## src/rtl/xadc_scan_sequencer.sv

```systemverilog
// rtl/xadc_scan_sequencer.sv - round-robin XADC DRP read sequencer for up to four aux channels
//
// Purpose: waits for the XADC end-of-conversion flag, issues one DRP read at the
// current slot's address, captures the 12-bit result and publishes it. Slots
// are taken in round-robin order over the set bits of ch_mask.
//
// Optional feature: define XADC_SCAN_AVG_EN to publish the mean of every four
// samples per slot instead of every raw sample.
//
// Ports:
//   clk           system clock (also the XADC dclk)
//   rst           synchronous active-high reset
//   enable        run scanning while high
//   ch_mask[3:0]  bit i enables slot i
//   eoc_in        XADC end-of-conversion
//   drdy_in       XADC DRP data ready
//   do_in[15:0]   XADC DRP read data
//   den_out       DRP enable, one-cycle pulse
//   dwe_out       DRP write enable, tied low
//   daddr_out     DRP address of the current slot
//   sample_valid  one-cycle strobe for a newly published result
//   sample_ch     slot index of the published result
//   sample_data   published 12-bit result
//   data_flat     latest result per slot, slot i at [12i+11:12i]
//   timeout_err   sticky drdy timeout flag
//   busy          high whenever the sequencer is not idle

module xadc_scan_sequencer #(
  parameter logic [6:0]  ADDR0   = 7'h16,
  parameter logic [6:0]  ADDR1   = 7'h17,
  parameter logic [6:0]  ADDR2   = 7'h1E,
  parameter logic [6:0]  ADDR3   = 7'h1F,
  parameter int unsigned TIMEOUT = 255
) (
  input  logic        clk,
  input  logic        rst,
  input  logic        enable,
  input  logic [3:0]  ch_mask,
  input  logic        eoc_in,
  input  logic        drdy_in,
  input  logic [15:0] do_in,
  output logic        den_out,
  output logic        dwe_out,
  output logic [6:0]  daddr_out,
  output logic        sample_valid,
  output logic [1:0]  sample_ch,
  output logic [11:0] sample_data,
  output logic [47:0] data_flat,
  output logic        timeout_err,
  output logic        busy
);

  typedef enum logic [2:0] {
    IDLE,
    WAIT_EOC,
    ISSUE,
    WAIT_RDY,
    STORE
  } state_t;

  localparam logic [9:0] TMO_LAST = 10'(TIMEOUT - 1);

  state_t      state;
  state_t      state_nx;
  logic [1:0]  ptr;
  logic [9:0]  tmo_cnt;
  logic        run;
  logic        tmo_hit;
  logic [1:0]  ptr_first;
  logic [1:0]  ptr_next;
  logic [11:0] raw_sample;
  logic        unused_do_lsb;

  // Returns the first enabled slot starting at cur (incl=1) or after cur
  // (incl=0), wrapping 3->0. With an empty mask cur is returned unchanged.
  function automatic logic [1:0] pick_slot(input logic [3:0] mask,
                                           input logic [1:0] cur,
                                           input logic       incl);
    logic [1:0] res;
    logic [1:0] idx;
    logic       found;
    res   = cur;
    found = 1'b0;
    for (int k = 0; k < 4; k++) begin
      idx = incl ? (cur + 2'(k)) : (cur + 2'(k + 1));
      if (!found && mask[idx]) begin
        res   = idx;
        found = 1'b1;
      end
    end
    return res;
  endfunction

  assign run           = enable && (ch_mask != 4'b0000);
  assign tmo_hit       = (state == WAIT_RDY) && !drdy_in && (tmo_cnt == TMO_LAST);
  assign ptr_first     = pick_slot(ch_mask, ptr, 1'b1);
  assign ptr_next      = pick_slot(ch_mask, ptr, 1'b0);
  assign raw_sample    = do_in[15:4];
  assign unused_do_lsb = ^do_in[3:0];

  // ---------------------------------------------------------------------------
  // FSM
  // ---------------------------------------------------------------------------
  always_ff @(posedge clk) begin
    if (rst) begin
      state <= IDLE;
    end else begin
      state <= state_nx;
    end
  end

  always_comb begin
    state_nx = state;
    case (state)
      IDLE:     if (run) state_nx = WAIT_EOC;
      // No read is in flight here, so a stopped scan can idle immediately.
      WAIT_EOC: begin
        if (!run)        state_nx = IDLE;
        else if (eoc_in) state_nx = ISSUE;
      end
      ISSUE:    state_nx = WAIT_RDY;
      WAIT_RDY: begin
        if (drdy_in)      state_nx = STORE;
        else if (tmo_hit) state_nx = run ? WAIT_EOC : IDLE;
      end
      STORE:    state_nx = run ? WAIT_EOC : IDLE;
      default:  state_nx = IDLE;
    endcase
  end

  always_comb begin
    den_out = (state == ISSUE);
    dwe_out = 1'b0;
    busy    = (state != IDLE);
    case (ptr)
      2'd0:    daddr_out = ADDR0;
      2'd1:    daddr_out = ADDR1;
      2'd2:    daddr_out = ADDR2;
      default: daddr_out = ADDR3;
    endcase
  end

  // ---------------------------------------------------------------------------
  // Pointer, timeout counter and error flag
  // ---------------------------------------------------------------------------
  always_ff @(posedge clk) begin
    if (rst) begin
      ptr         <= 2'd0;
      tmo_cnt     <= 10'd0;
      timeout_err <= 1'b0;
    end else begin
      case (state)
        IDLE:     if (run) ptr <= ptr_first;
        ISSUE:    tmo_cnt <= 10'd0;
        WAIT_RDY: begin
          if (!drdy_in) begin
            tmo_cnt <= tmo_cnt + 10'd1;
            if (tmo_hit) begin
              timeout_err <= 1'b1;
              ptr         <= ptr_next;
            end
          end
        end
        STORE:    ptr <= ptr_next;
        default:  ;
      endcase
    end
  end

  // ---------------------------------------------------------------------------
  // Result capture. Results are written on the drdy edge so that data_flat and
  // sample_data are already valid in the STORE cycle that strobes sample_valid.
  // ---------------------------------------------------------------------------
`ifdef XADC_SCAN_AVG_EN
  logic [13:0] acc     [4];
  logic [1:0]  acc_cnt [4];
  logic [13:0] acc_sum;
  logic        pub;

  assign acc_sum      = acc[ptr] + {2'b00, raw_sample};
  assign sample_valid = (state == STORE) && pub;

  always_ff @(posedge clk) begin
    if (rst) begin
      sample_ch   <= 2'd0;
      sample_data <= 12'd0;
      data_flat   <= 48'd0;
      pub         <= 1'b0;
      for (int i = 0; i < 4; i++) begin
        acc[i]     <= 14'd0;
        acc_cnt[i] <= 2'd0;
      end
    end else if (state == WAIT_RDY && drdy_in) begin
      if (acc_cnt[ptr] == 2'd3) begin
        // Fourth sample of this slot: publish the mean and restart the window.
        pub          <= 1'b1;
        sample_ch    <= ptr;
        sample_data  <= acc_sum[13:2];
        acc[ptr]     <= 14'd0;
        acc_cnt[ptr] <= 2'd0;
        for (int i = 0; i < 4; i++) begin
          if (ptr == 2'(i)) data_flat[12*i +: 12] <= acc_sum[13:2];
        end
      end else begin
        pub          <= 1'b0;
        acc[ptr]     <= acc_sum;
        acc_cnt[ptr] <= acc_cnt[ptr] + 2'd1;
      end
    end
  end
`else
  assign sample_valid = (state == STORE);

  always_ff @(posedge clk) begin
    if (rst) begin
      sample_ch   <= 2'd0;
      sample_data <= 12'd0;
      data_flat   <= 48'd0;
    end else if (state == WAIT_RDY && drdy_in) begin
      sample_ch   <= ptr;
      sample_data <= raw_sample;
      for (int i = 0; i < 4; i++) begin
        if (ptr == 2'(i)) data_flat[12*i +: 12] <= raw_sample;
      end
    end
  end
`endif

endmodule
```

## config.mk

```make
export PLATFORM = sky130hd
export DESIGN_NAME = xadc_scan_sequencer
export DESIGN_NICKNAME = d
export VERILOG_FILES = /design/src/rtl/xadc_scan_sequencer.sv
export SDC_FILE = /design/constraint.sdc
export NUM_CORES = 1
export LEC_CHECK = 0
export ABC_CLOCK_PERIOD_IN_PS = 3500
export BUFFER_PORTS_ARGS = -buffer_cell sky130_fd_sc_hd__buf_2
export CAP_MARGIN = 10
export CORE_ASPECT_RATIO = 1.1
export CORE_MARGIN = 10
export CORE_UTILIZATION = 35
export DETAILED_ROUTE_END_ITERATION = 12
export PLACE_DENSITY_LB_ADDON = 0.2
export SYNTH_ARGS = -nofsm -noshare
export SYNTH_HDL_FRONTEND = slang
export SYNTH_SLANG_ARGS = --single-unit
```

## constraint.sdc

```tcl
create_clock -name clk -period 3.5 [get_ports clk]
set_clock_uncertainty 0.2 [all_clocks]
set_input_delay 0.35 -clock clk [delete_from_list [all_inputs] [get_ports clk]]
set_output_delay 0.35 -clock clk [all_outputs]
set_load 0.01 [all_outputs]
```

==> impl_metrics.yaml <==
route:
  dr.first_iter.drc_count: 236
  dr.pass1.iters: 4
  routedWlPerCell_um: 15.0
  drc: 0
  ant_nets: 0
  num_vias: 3105
  avgViaCountPerCell: 4.90
  totalWireLength_um: 9530
die:
  start_util: 0.356
  die_h_um: 125
  core_area_um2: 9840
  rows: 38
  die_w_um: 115
  ioPinCount: 99
  dieArea_um2: 14400
grt:
  grt_max_degree: 41
  grt_usage: 0.129
  grt_pass1_vias: 2913
  gr-total-overflow: 0
  grt_pass1_wl_um: 15000
  antenna_found_initial: 0
synth:
  ys_ff_latch: 78
  yosysUniqueCellTypes: 49
  synth_area_um2: 3500
  synthCells: 443
  synth_edf_count: 0
  ys_warn_count: 0
  synthTopCellsByArea: "dfxtp_1 45%, nand2_1 15%, a21oi_1 10%, mux4_2 2.6%, ha_1 2.5%"
  synth_area_leader_cell: "dfxtp_1"
  synth-main-ff-cell: "dfxtp_1"
  synth_async_sr_flop_share: 0
  avgSynthCellArea_um2: 7.91
  synth_seq_area_share: 0.446
  yosys.area.top_type_share: 0.446
sta:
  drv_slew: 0
  rsz0062_at_grt: "false"
  worst_slew_pin_slew_ps: 656
  min_period_over_period: 0.744
  relSlewSlack: 0.563
  hold_viol: 0
  setup_tns_ps: 0
  setup_viol: 0
  layout_setup_ws_ps: 896
  finalCriticalPeriod_ps: 2600
  fmax_mhz: 384
clock_tree:
  ctsHoldBuffers: 0
  cts_buffers: 9
  cts.clk_slew.worst_paths_ps: 70
  cts_setup_buffers: 0
  cts_tree: "built"
  clk_path_buf_depth: 2
  cts-root-buf: "clkbuf_8"
  clkLatencyLatePin_ps: 350
  cts_max_level: 3
  cts_num_sinks: 78
  post_cts_resize_count: 0
critical_path:
  r2r.worst_path.cells: 5
  critPathRequiredTime_ps: 3500
  reg2reg_from: "state[0]$_SDFFE_PP0P_"
  rrSetupSlack_ps: 900
  path_max_fanout: 18
  start_kind: "flop"
  cp-end-kind: "flop"
  cp.arrival_ps: 2600
  r2r_end: "data_flat[1]$_SDFFE_PP0P_"
  crit_path_start: "state[0]$_SDFFE_PP0P_"
  path_class: "reg -> reg"
cells_and_area:
  fin_util: 0.423
  seqCellArea_um2: 1560
  final.fill_count: 1011
  insertedDiodeCount: 0
  nets: 543
  syn2layout_area_growth_pct: 18.9
  multi_input_area_um2: 1730
  drive_gt1_frac: 0.237
power_and_ir_drop:
  power_density_nw_per_um2: 463
  finalPower_mw: 1.93
  ir_worst_vdd_mv: 0.160
  power_leakage_nw: 1.72
placement:
  hpwlAfterDp_um: 7090
  dp_worst_setup_slack_ps: 880
  io_buffers: 88
  gp_congestion: 0.811
hold_path:
  min-delay-start: "do_in[13]"
  min_to: "data_flat[21]$_SDFFE_PP0P_"
  min_path_type: "in -> reg"
  hold_depth: 3
job:
  drv_cap: 0
run_status:
  outcome: "finished clean"
==> layout make-up <==
| type | count | area share |
|---|---|---|
| timing repair buffer | 91 | 0.111 |
| inverter | 9 | 0.00812 |
| clock inverter | 3 | 0.0165 |
| multi-input combinational | 322 | 0.417 |
| tap | 120 | 0.0361 |
| clock buffer | 11 | 0.0364 |
| sequential | 78 | 0.375 |
==> placed cells by master (no fill, tap or decap), types with 2 or more instances in the layout <==
master     instances
a21oi_1           72
a22oi_1            3
a311oi_1           2
and2_1             2
and3_1             4
buf_2             88
buf_4              3
bufinv_16          2
clkbuf_8          11
conb_1             6
dfxtp_1           78
ha_1               7
inv_1              9
mux2_2             3
mux4_2             4
nand2_1          137
nand2b_1           5
nand3b_1           2
nand4bb_1          2
nor2_1            21
nor3_1             9
nor3b_1            2
o21a_1             5
o21ai_0            6
o31ai_1            2
or2_2              3
xor2_1             4
==> power by group <==
group	total, mW	switching [mW]	internal [mW]	leakage (nW)
registers	0.905	0.00919	0.896	0.629
logic	0.275	0.159	0.116	0.976
clock network	0.748	0.314	0.434	0.111
total	1.93	0.482	1.45	1.72
==> flip-flops by register name, indices dropped and copies added, names as in the netlist <==
name,cells
sample_data,12
ptr,2
data_flat,48
tmo_cnt,10
sample_ch,2
timeout_err,1
state,3
==> cells by family after synthesis <==
group / after synthesis / synth area share
AND/OR/NAND/NOR: 198 / 0.248
AO/OA/AOI/OAI: 97 / 0.161
flip-flops: 78 / 0.446
buffers and inverters: 47 / 0.0632
multiplexers: 9 / 0.0425
adder cells (fa/ha/maj): 7 / 0.0250
XOR/XNOR: 5 / 0.0125
other: 2 / 0.00214
==> cell usage after synthesis (all sizes together), types with 2 or more instances <==
cell type  instances
a21oi             72
a22oi              3
a311oi             2
and2               2
and3               4
buf               20
clkbuf            18
conb               2
dfxtp             78
ha                 7
inv                9
mux2               4
mux4               4
nand2            137
nand2b             5
nand3b             2
nand4              2
nand4bb            2
nor2              21
nor3               9
nor3b              2
o21a               5
o21ai              6
o31ai              2
or2                3
or3                2
xor2               4
==> critical path: stages, from the launching register on <==
cell and delay (ps):
dfxtp_1 600, and2_1 350, and2_1 600, nand2_1 460
nand2_1 170, a21oi_1 80
==> metal layers <==
| metal | vias to the layer above | global-route usage | part of all wire |
|---|---|---|---|
| li1 | 1596 | - | - |
| met2 | 62 | 0.197 | 0.46 |
| met1 | 1441 | 0.166 | 0.46 |
| met5 | - | 0 | 0 |
| met4 | 0 | 0.0448 | 0.012 |
| met3 | 6 | 0.0429 | 0.069 |
==> per-stage QoR <==
step / hold slack [ps] / cells / cell area [µm²]
6_report: 90.8 / 634 / 4160
5_1_grt: 81.5 / 634 / 4160
4_1_cts: 81.2 / 634 / 4160
3_5_place_dp: 238 / 620 / 3940
3_3_place_gp: 231 / 620 / 3940
2_1_floorplan: 266 / 447 / 3520
==> worst max-delay path by stage <==
stage,slack (ps),depth (start not counted),endpoint
floorplan,900,10,ptr[0]$_SDFFE_PP0P_
global placement,900,5,data_flat[0]$_SDFFE_PP0P_
detailed placement,880,5,data_flat[2]$_SDFFE_PP0P_
CTS,870,5,data_flat[1]$_SDFFE_PP0P_
global route,600,5,data_flat[3]$_SDFFE_PP0P_
finish,900,5,data_flat[1]$_SDFFE_PP0P_
Note: power is estimated with default switching activity, not from simulation.
